==> src/rtl/riscv_definitions.sv <==
// Shared RV32I encoding definitions: opcodes, immediate formats, FIFO entry.
package riscv_definitions;

  typedef enum logic [6:0] {
    LUI     = 7'b0110111,
    AUIPC   = 7'b0010111,
    JAL     = 7'b1101111,
    JALR    = 7'b1100111,
    BRCH_S  = 7'b1100011,
    LOAD_S  = 7'b0000011,
    STORE_S = 7'b0100011,
    ALUI_S  = 7'b0010011,
    ALU_S   = 7'b0110011
  } opcodeType;

  // Instruction format selector; IMM_IS is the shift-immediate flavour of I.
  typedef enum logic [2:0] {
    IMM_R  = 3'd0,
    IMM_I  = 3'd1,
    IMM_IS = 3'd2,
    IMM_S  = 3'd3,
    IMM_B  = 3'd4,
    IMM_U  = 3'd5,
    IMM_J  = 3'd6
  } imm_src_t;

  // ADDI x0,x0,0 -- substituted for any request that cannot be encoded.
  localparam logic [31:0] NOP_INSTR = 32'h0000_0013;

  typedef struct packed {
    logic [31:0] instr;
    logic [31:0] addr;
    logic        err;
  } enc_entry_t;

  // True when v, read as two's complement, fits in a signed field of w bits,
  // i.e. bits 31 down to w-1 are all copies of the sign bit.
  function automatic logic fits_signed(input logic [31:0] v, input int unsigned w);
    logic ok;
    ok = 1'b1;
    for (int i = 0; i < 32; i++) begin
      if ((i >= int'(w) - 1) && (v[i] != v[31])) ok = 1'b0;
    end
    return ok;
  endfunction

endpackage

==> src/rtl/riscv_instr_pack.sv <==
// Combinational RV32I field packer with immediate range checking.
module riscv_instr_pack
  import riscv_definitions::*;
(
  input  logic [6:0]  opcode,
  input  logic [4:0]  rd,
  input  logic [4:0]  rs1,
  input  logic [4:0]  rs2,
  input  logic [2:0]  funct3,
  input  logic [6:0]  funct7,
  input  logic [31:0] imm,
  output logic [31:0] instr,
  output logic        err
);

  imm_src_t    fmt;
  logic        known;
  logic        range_ok;
  logic [31:0] raw;

  // Select the instruction format from the opcode; unknown opcodes flag an error.
  always_comb begin
    fmt   = IMM_R;
    known = 1'b1;
    case (opcode)
      LUI, AUIPC:     fmt = IMM_U;
      JAL:            fmt = IMM_J;
      JALR, LOAD_S:   fmt = IMM_I;
      ALUI_S:         fmt = ((funct3 == 3'b001) || (funct3 == 3'b101)) ? IMM_IS : IMM_I;
      BRCH_S:         fmt = IMM_B;
      STORE_S:        fmt = IMM_S;
      ALU_S:          fmt = IMM_R;
      default: begin
        fmt   = IMM_R;
        known = 1'b0;
      end
    endcase
  end

  // Pack the fields for the selected format and check the immediate range.
  always_comb begin
    raw      = 32'h0;
    range_ok = 1'b1;
    case (fmt)
      IMM_I: begin
        raw      = {imm[11:0], rs1, funct3, rd, opcode};
        range_ok = fits_signed(imm, 12);
      end
      IMM_IS: begin
        raw      = {funct7, imm[4:0], rs1, funct3, rd, opcode};
        range_ok = (imm[31:5] == 27'h0);
      end
      IMM_S: begin
        raw      = {imm[11:5], rs2, rs1, funct3, imm[4:0], opcode};
        range_ok = fits_signed(imm, 12);
      end
      IMM_B: begin
        raw      = {imm[12], imm[10:5], rs2, rs1, funct3, imm[4:1], imm[11], opcode};
        range_ok = fits_signed(imm, 13) && !imm[0];
      end
      IMM_U: begin
        raw      = {imm[31:12], rd, opcode};
        range_ok = (imm[11:0] == 12'h0);
      end
      IMM_J: begin
        raw      = {imm[20], imm[10:1], imm[11], imm[19:12], rd, opcode};
        range_ok = fits_signed(imm, 21) && !imm[0];
      end
      default: begin
        raw      = {funct7, rs2, rs1, funct3, rd, opcode};
        range_ok = 1'b1;
      end
    endcase
  end

  assign err   = !known || !range_ok;
  assign instr = err ? NOP_INSTR : raw;

endmodule

==> src/rtl/riscv_instr_encoder.sv <==
// RV32I instruction encoder: packs requests, assigns word addresses and
// buffers results in a 2-entry FIFO.
//
// Handshake: a transfer happens on a rising clk edge when valid && ready are
// both high; valid never waits on ready, and while valid is high without ready
// the payload holds stable. in_ready depends only on FIFO occupancy (no
// combinational path from out_ready), so a full FIFO stalls the input even in
// a cycle where the head is being popped.
module riscv_instr_encoder
  import riscv_definitions::*;
#(
  parameter logic [31:0] BASE_ADDR = 32'h0000_0000
) (
  input  logic        clk,
  input  logic        rst,
  input  logic        in_valid,
  output logic        in_ready,
  input  logic [6:0]  in_opcode,
  input  logic [4:0]  in_rd,
  input  logic [4:0]  in_rs1,
  input  logic [4:0]  in_rs2,
  input  logic [2:0]  in_funct3,
  input  logic [6:0]  in_funct7,
  input  logic [31:0] in_imm,
  input  logic        addr_clr,
  output logic        out_valid,
  input  logic        out_ready,
  output logic [31:0] out_instr,
  output logic [31:0] out_addr,
  output logic        out_err
);

  logic [31:0] pack_instr;
  logic        pack_err;
  logic [31:0] addr_q;
  logic [1:0]  count;
  logic        wr_ptr;
  logic        rd_ptr;
  logic        push;
  logic        pop;
  enc_entry_t  mem [2];
  enc_entry_t  head;

  riscv_instr_pack u_pack (
    .opcode (in_opcode),
    .rd     (in_rd),
    .rs1    (in_rs1),
    .rs2    (in_rs2),
    .funct3 (in_funct3),
    .funct7 (in_funct7),
    .imm    (in_imm),
    .instr  (pack_instr),
    .err    (pack_err)
  );

  assign in_ready  = (count < 2'd2);
  assign out_valid = (count != 2'd0);
  assign push      = in_valid && in_ready;
  assign pop       = out_valid && out_ready;

  // Storage: reset parks both slots at {0, BASE_ADDR, 0} so the idle outputs
  // read as a cleared entry; a push captures the pre-increment address.
  always_ff @(posedge clk) begin
    if (rst) begin
      mem[0] <= '{instr: 32'h0, addr: BASE_ADDR, err: 1'b0};
      mem[1] <= '{instr: 32'h0, addr: BASE_ADDR, err: 1'b0};
    end else if (push) begin
      mem[wr_ptr] <= '{instr: pack_instr, addr: addr_q, err: pack_err};
    end
  end

  // Pointers and occupancy; push and pop together leave count unchanged.
  always_ff @(posedge clk) begin
    if (rst) begin
      wr_ptr <= 1'b0;
      rd_ptr <= 1'b0;
      count  <= 2'd0;
    end else begin
      if (push) wr_ptr <= ~wr_ptr;
      if (pop)  rd_ptr <= ~rd_ptr;
      case ({push, pop})
        2'b10:   count <= count + 2'd1;
        2'b01:   count <= count - 2'd1;
        default: count <= count;
      endcase
    end
  end

  // Word address counter; clear wins over increment, wraps naturally mod 2^32.
  always_ff @(posedge clk) begin
    if (rst || addr_clr) begin
      addr_q <= BASE_ADDR;
    end else if (push) begin
      addr_q <= addr_q + 32'd4;
    end
  end

  assign head      = mem[rd_ptr];
  assign out_instr = head.instr;
  assign out_addr  = head.addr;
  assign out_err   = head.err;

endmodule

==> config.mk <==
export PLATFORM = sky130hd
export DESIGN_NAME = riscv_instr_encoder
export DESIGN_NICKNAME = d
export VERILOG_FILES = /design/src/rtl/riscv_definitions.sv /design/src/rtl/riscv_instr_pack.sv /design/src/rtl/riscv_instr_encoder.sv
export SDC_FILE = /design/constraint.sdc
export NUM_CORES = 1
export LEC_CHECK = 0
export CORE_MARGIN = 2
export CORE_UTILIZATION = 54
export DETAILED_ROUTE_END_ITERATION = 12
export GPL_TIMING_DRIVEN = 0
export PLACE_DENSITY = 0.81
export REMOVE_ABC_BUFFERS = 1
export SYNTH_ARGS = -nofsm -noshare
export SYNTH_HDL_FRONTEND = slang
export SYNTH_HIERARCHICAL = 1
export SYNTH_SLANG_ARGS = --single-unit
==> constraint.sdc <==
create_clock -name clk -period 5.5 [get_ports clk]
set_input_delay 0.55 -clock clk [delete_from_list [all_inputs] [get_ports clk]]
set_output_delay 0.55 -clock clk [all_outputs]
set_load 0.03 [all_outputs]
## Word level (Yosys, flattened, before mapping)

Memory sizes are Yosys's and may differ from the RTL's. A register that Yosys moved wholly into a read port is not among the register bits.
Index checks and enable logic that the tools add are counted.

| word-level totals | value |
|---|---|
| register bits | 36 |
| memory bits (writable) | 130 |
| bits of input ports | 69 |
| output and inout bits | 67 |
| logic and storage cells | 138 |
| memories | 1 |

Memories:

| name | words | bits a word | rd ports | clocked after memory_dff | write ports | RTL line | RTL |
|---|---|---|---|---|---|---|---|
| mem | 2 | 65 | 1 | 1 | 2 | riscv_instr_encoder.sv:41 | `enc_entry_t mem [2];` |

| cells by class | value |
|---|---|
| add/subtract/negate cells | 3 |
| magnitude comparators | 1 |
| equality and inequality tests | 39 |
| mux-type cells | 69 |
| bitwise gates (word level) | 2 |
| reduce and logical (&&, ||, !) cells | 19 |

Operators with widths:

| operator | count |
|---|---|
| 32-bit one-hot mux with 6 select lines | 1 |
| 65-bit 2-to-1 mux | 1 |
| 65-bit OR reduction | 1 |
| 1-bit 2-to-1 mux | 62 |
| 32-bit by 3-bit adder with 32-bit output, second input constant | 1 |
| 32-bit 2-to-1 mux | 1 |
| 27-bit zero test | 1 |
| 7-bit by 6-bit equality test with 1-bit output, second input constant | 3 |
| 7-bit equality test, second input constant | 3 |
| 1-bit inequality test | 20 |
| 3-bit one-hot mux with 6 select lines | 1 |
| 7-bit by 5-bit equality test with 1-bit output, second input constant | 2 |
| 3-bit equality test, second input constant | 4 |
| 12-bit zero test | 1 |
| 9-bit OR reduction | 1 |
| 7-bit by 2-bit equality test with 1-bit output, second input constant | 1 |
| 3-bit by 1-bit equality test with 1-bit output, second input constant | 2 |
| 3-bit by 2-bit equality test with 1-bit output, second input constant | 2 |
| 2-bit OR reduction | 3 |
| 1-bit one-hot mux with 5 select lines | 1 |
| 1-bit logical AND | 4 |
| 2-bit one-hot mux with 2 select lines | 1 |
| 2-bit nonzero test | 2 |
| 1-bit zero test | 3 |
| 8 further kinds | 11 |

## Depth between registers and ports, before layout

| depth | value |
|---|---|
| word-level depth | 27 |
| gate-level depth with buffers | 9 |
| mapped depth without buffers | 7 |

## Modules after synthesis

Netlist, hierarchy kept.

Modules (own cells, without submodules):

| module | times used | cells an instance | area an instance (µm²) | seq. area each (µm²) |
|---|---|---|---|---|
| riscv_instr_encoder | 1 | 539 | 7,055.5 | 4,484.3 |
| riscv_instr_pack | 1 | 167 | 1,067.3 | 0.0 |

## Least setup slack after synthesis

No wires, ideal clock.

| timing path | value |
|---|---|
| path kind | input port to flip-flop |
| start | in in_valid |
| end | mem mem[0][0] (netlist bit), enable pin |
| library setup time | 497 ps |
| arrival time | 4,142 ps |
| required time | 5,003 ps |
| slack | 861 ps |
| cell stages on the path | 4 |
| cells stage by stage | nor2b_1 inv_1 clkbuf_1 o21bai_1 |

RTL lines:

| what | RTL line | RTL |
|---|---|---|
| start, declared | riscv_instr_encoder.sv:16 | `input logic in_valid,` |
| end, declared | riscv_instr_encoder.sv:41 |  |

==> flow_summary.toml <==
[cells_and_area]
insertedDiodeCount = 0
drive_gt1_share_pct = 15.3
finalInstanceArea_um2 = 10200
area_growth_pct = 26.0
nNetsFinal = 896
num-fill-cells = 1037
fin_cells = 1022

[power_and_ir_drop]
power.internal_uw = 2610
pwr-share-comb_pct = 30.0
power_density_nw_per_um2 = 372
cellLeakagePower_uw = 0.00368
switching_share_pct = 31.6
seqPwrFrac_pct = 41.3
p_total_uw = 3810
peakVddDrop_uv = 316
p_switching_uw = 1200
power_frac_clock_pct = 28.7

[cts]
cts_inserted_buffers = 17
path_clk_slew_ns = 0.06
ctsResizeCount = 0
cts_root_buffer = "clkbuf_16"
cts_tree = "built"
cts_hold_buf = 0
clkSinkCount = 161
clock_path_buffers = 2
insertion_delay_ns = 0.43
cts_setup_buffers = 0
h-tree-depth = 4

[critical_path]
cpLargestDelayFamily = "simple AND/OR/NAND/NOR gates"
path_depth = 6
rr_worst_depth = 5
worstSetupStartpoint = "in_valid"
crit_type = "input port to register"
cp-start-kind = "input port"
cpMaxStageDelayCell = "nor3b_4"
regToRegSetupSlack_ns = 2.38
crit_buf_inv = 3
end_kind = "register"
max_stage_delay_ns = 0.90
cp.arrival_ns = 3.55
required_ns = 5.60
path_cells = "clkdlybuf4s50_1, nor2b_1, inv_1, nor3b_4, or2_4, buf_16"
critPathMaxFanout = 42
crit-reg2reg-launch = "count[1]"

[synthesis]
yosys_warnings = 6
async_flop_share_pct = 0
synth_ff_type = "edfxtp_1"
synth.distinct_cells = 59
synth.area.top_cells = "edfxtp_1 (47%), and2_1 (9.2%), mux2_2 (8.7%)"
synth.most_common_cell = "edfxtp_1"
synth.top_cell.area_share_pct = 46.6
synthTopCellsByCount = "edfxtp_1 (126), and2_1 (120), mux2_2 (63)"
synth_edf_count = 126
yosys.area.top_type = "edfxtp_1"
ys_ff_latch = 161
ys_seq_area_share_pct = 55.2
synthCells = 706
synth.cell_area_um2 = 8120
syn_avg_cell_area_um2 = 11.5

[die]
std_cell_rows = 44
die_area_um2 = 16000
core_um2 = 14600
die_x_um = 127
die_h_um = 127
initial_utilization_pct = 55.7
pin_count = 136

[drt]
finalWirelength_um = 19200
drcViolationCount = 0
wire_per_inst_um = 18.7
drt-initial-drc-count = 542
ant_nets = 0
vias = 5939
first_pass_iters = 9
vias_per_cell = 5.81

[timing]
rsz0062_at_grt = "false"
fmax_mhz = 290
clock-skew-final_ns = 0.0101
maxSlewViolCount = 0
tightest_slew_ns = 1.01
setup_viol = 0
slew_headroom_pct = 32.6
hold_ws_ns = 0.500
fin_crit_sh_pct = 62.6
fin_crit_ns = 3.44
hold_viol_final = 0

[worst_hold_path]
min_path_cells = 2
min_from = "addr_q[31]"
hold_class = "register to register"

[global_routing]
grt_pass1_wl_um = 31300
grt.overflow.total = 0
grt_max_degree = 64
grt_util_all_layers_pct = 24.8
grt_pass1_vias = 6231
antenna_found_initial = 0

[place]
dpl-instance-area_um2 = 9680
place.port_buffers = 133
post-dp-hpwl_um = 13200
routabilityCongestion = 0.928
placed_cells = 990

[run]
drv_cap = 0

[run_status]
status = "finished, final reports clean"
-- sequential cells by signal (all words and copies together) (netlist names), named ones only --
name    cells
addr_q     30
count       2
rd_ptr      1
mem       126
wr_ptr      1
-- worst min-delay path: cells and delay by family (launching register included) --
family           cells  cell delay [ns]
flip-flops           1             0.33
AND/OR/NAND/NOR      1             0.06
multiplexers         1             0.06
-- per-stage QoR --
| stage | TNS [ns] | util [%] | worst slack (ns) |
|---|---|---|---|
| 3_3_place_gp | -173.19 | 64.9 | -1.37 |
| 6_report | 0 | 70.1 | 2.06 |
| 2_1_floorplan | 0 | - | 0.938 |
| 5_1_grt | 0 | 70.1 | 1.78 |
| 3_5_place_dp | 0 | 66.3 | 1.62 |
| 4_1_cts | 0 | 70.1 | 2.06 |
-- routing by layer --
layer | GRT usage [%] | part of all wire (%) | up-vias
li1 | - | - | 2820
met1 | 30.0 | 41 | 2878
met2 | 43.1 | 51 | 203
met3 | 5.15 | 5.1 | 38
met4 | 10.1 | 3.1 | 0
met5 | 0 | 0 | -
-- power by group through the flow --
stage	Combinational (µW)	Sequential, µW	Clock [µW]
global placement	1110	1610	0
detailed placement	1150	1600	0
floorplan	673	1570	0
global route	1210	1600	1160
CTS	1150	1580	1100
finish	1140	1570	1090
-- placed cells by master, fill, tap and decap left out, drive strengths merged, types with 5 or more instances in the layout --
| cell | instances |
|---|---|
| nand3 | 18 |
| or4 | 11 |
| o21ai | 11 |
| edfxtp | 126 |
| clkdlybuf4s50 | 133 |
| mux2 | 63 |
| nand2 | 33 |
| dfxtp | 35 |
| nor2 | 44 |
| mux2i | 11 |
| nand4 | 16 |
| clkbuf | 22 |
| inv | 19 |
| clkinv | 6 |
| o31ai | 14 |
| a222oi | 7 |
| nor3 | 12 |
| nor4 | 18 |
| and2 | 120 |
| buf | 9 |
| a21oi | 34 |
| or3 | 8 |
| xnor2 | 10 |
| or2 | 5 |
-- area by class of cell --
class	count	area (µm²)	area share, %
repair buffers	142	1510	14.8
clock buffers	22	474	4.63
inverters	16	60.1	0.587
clock inverters	10	75.1	0.734
well taps	184	230	2.25
multi-input cells	487	3390	33.2
flip-flops and latches	161	4490	43.9
-- final timing paths --
path | end
worst min register to register | addr_q[31]
worst max register to register | mem[1][0]
worst min-delay path | addr_q[31]
worst max-delay path | mem[1][0]
-- kinds of logic after synthesis --
kind of cell | synth area share [%]
AO/OA/AOI/OAI | 7.76
XOR/XNOR | 1.51
adder cells (fa/ha/maj) | 0.308
buffers and inverters | 3.57
flip-flops | 55.2
multiplexers | 10.1
other | 0.0925
AND/OR/NAND/NOR | 21.5
No activity file was read; power rests on OpenSTA's default activity.
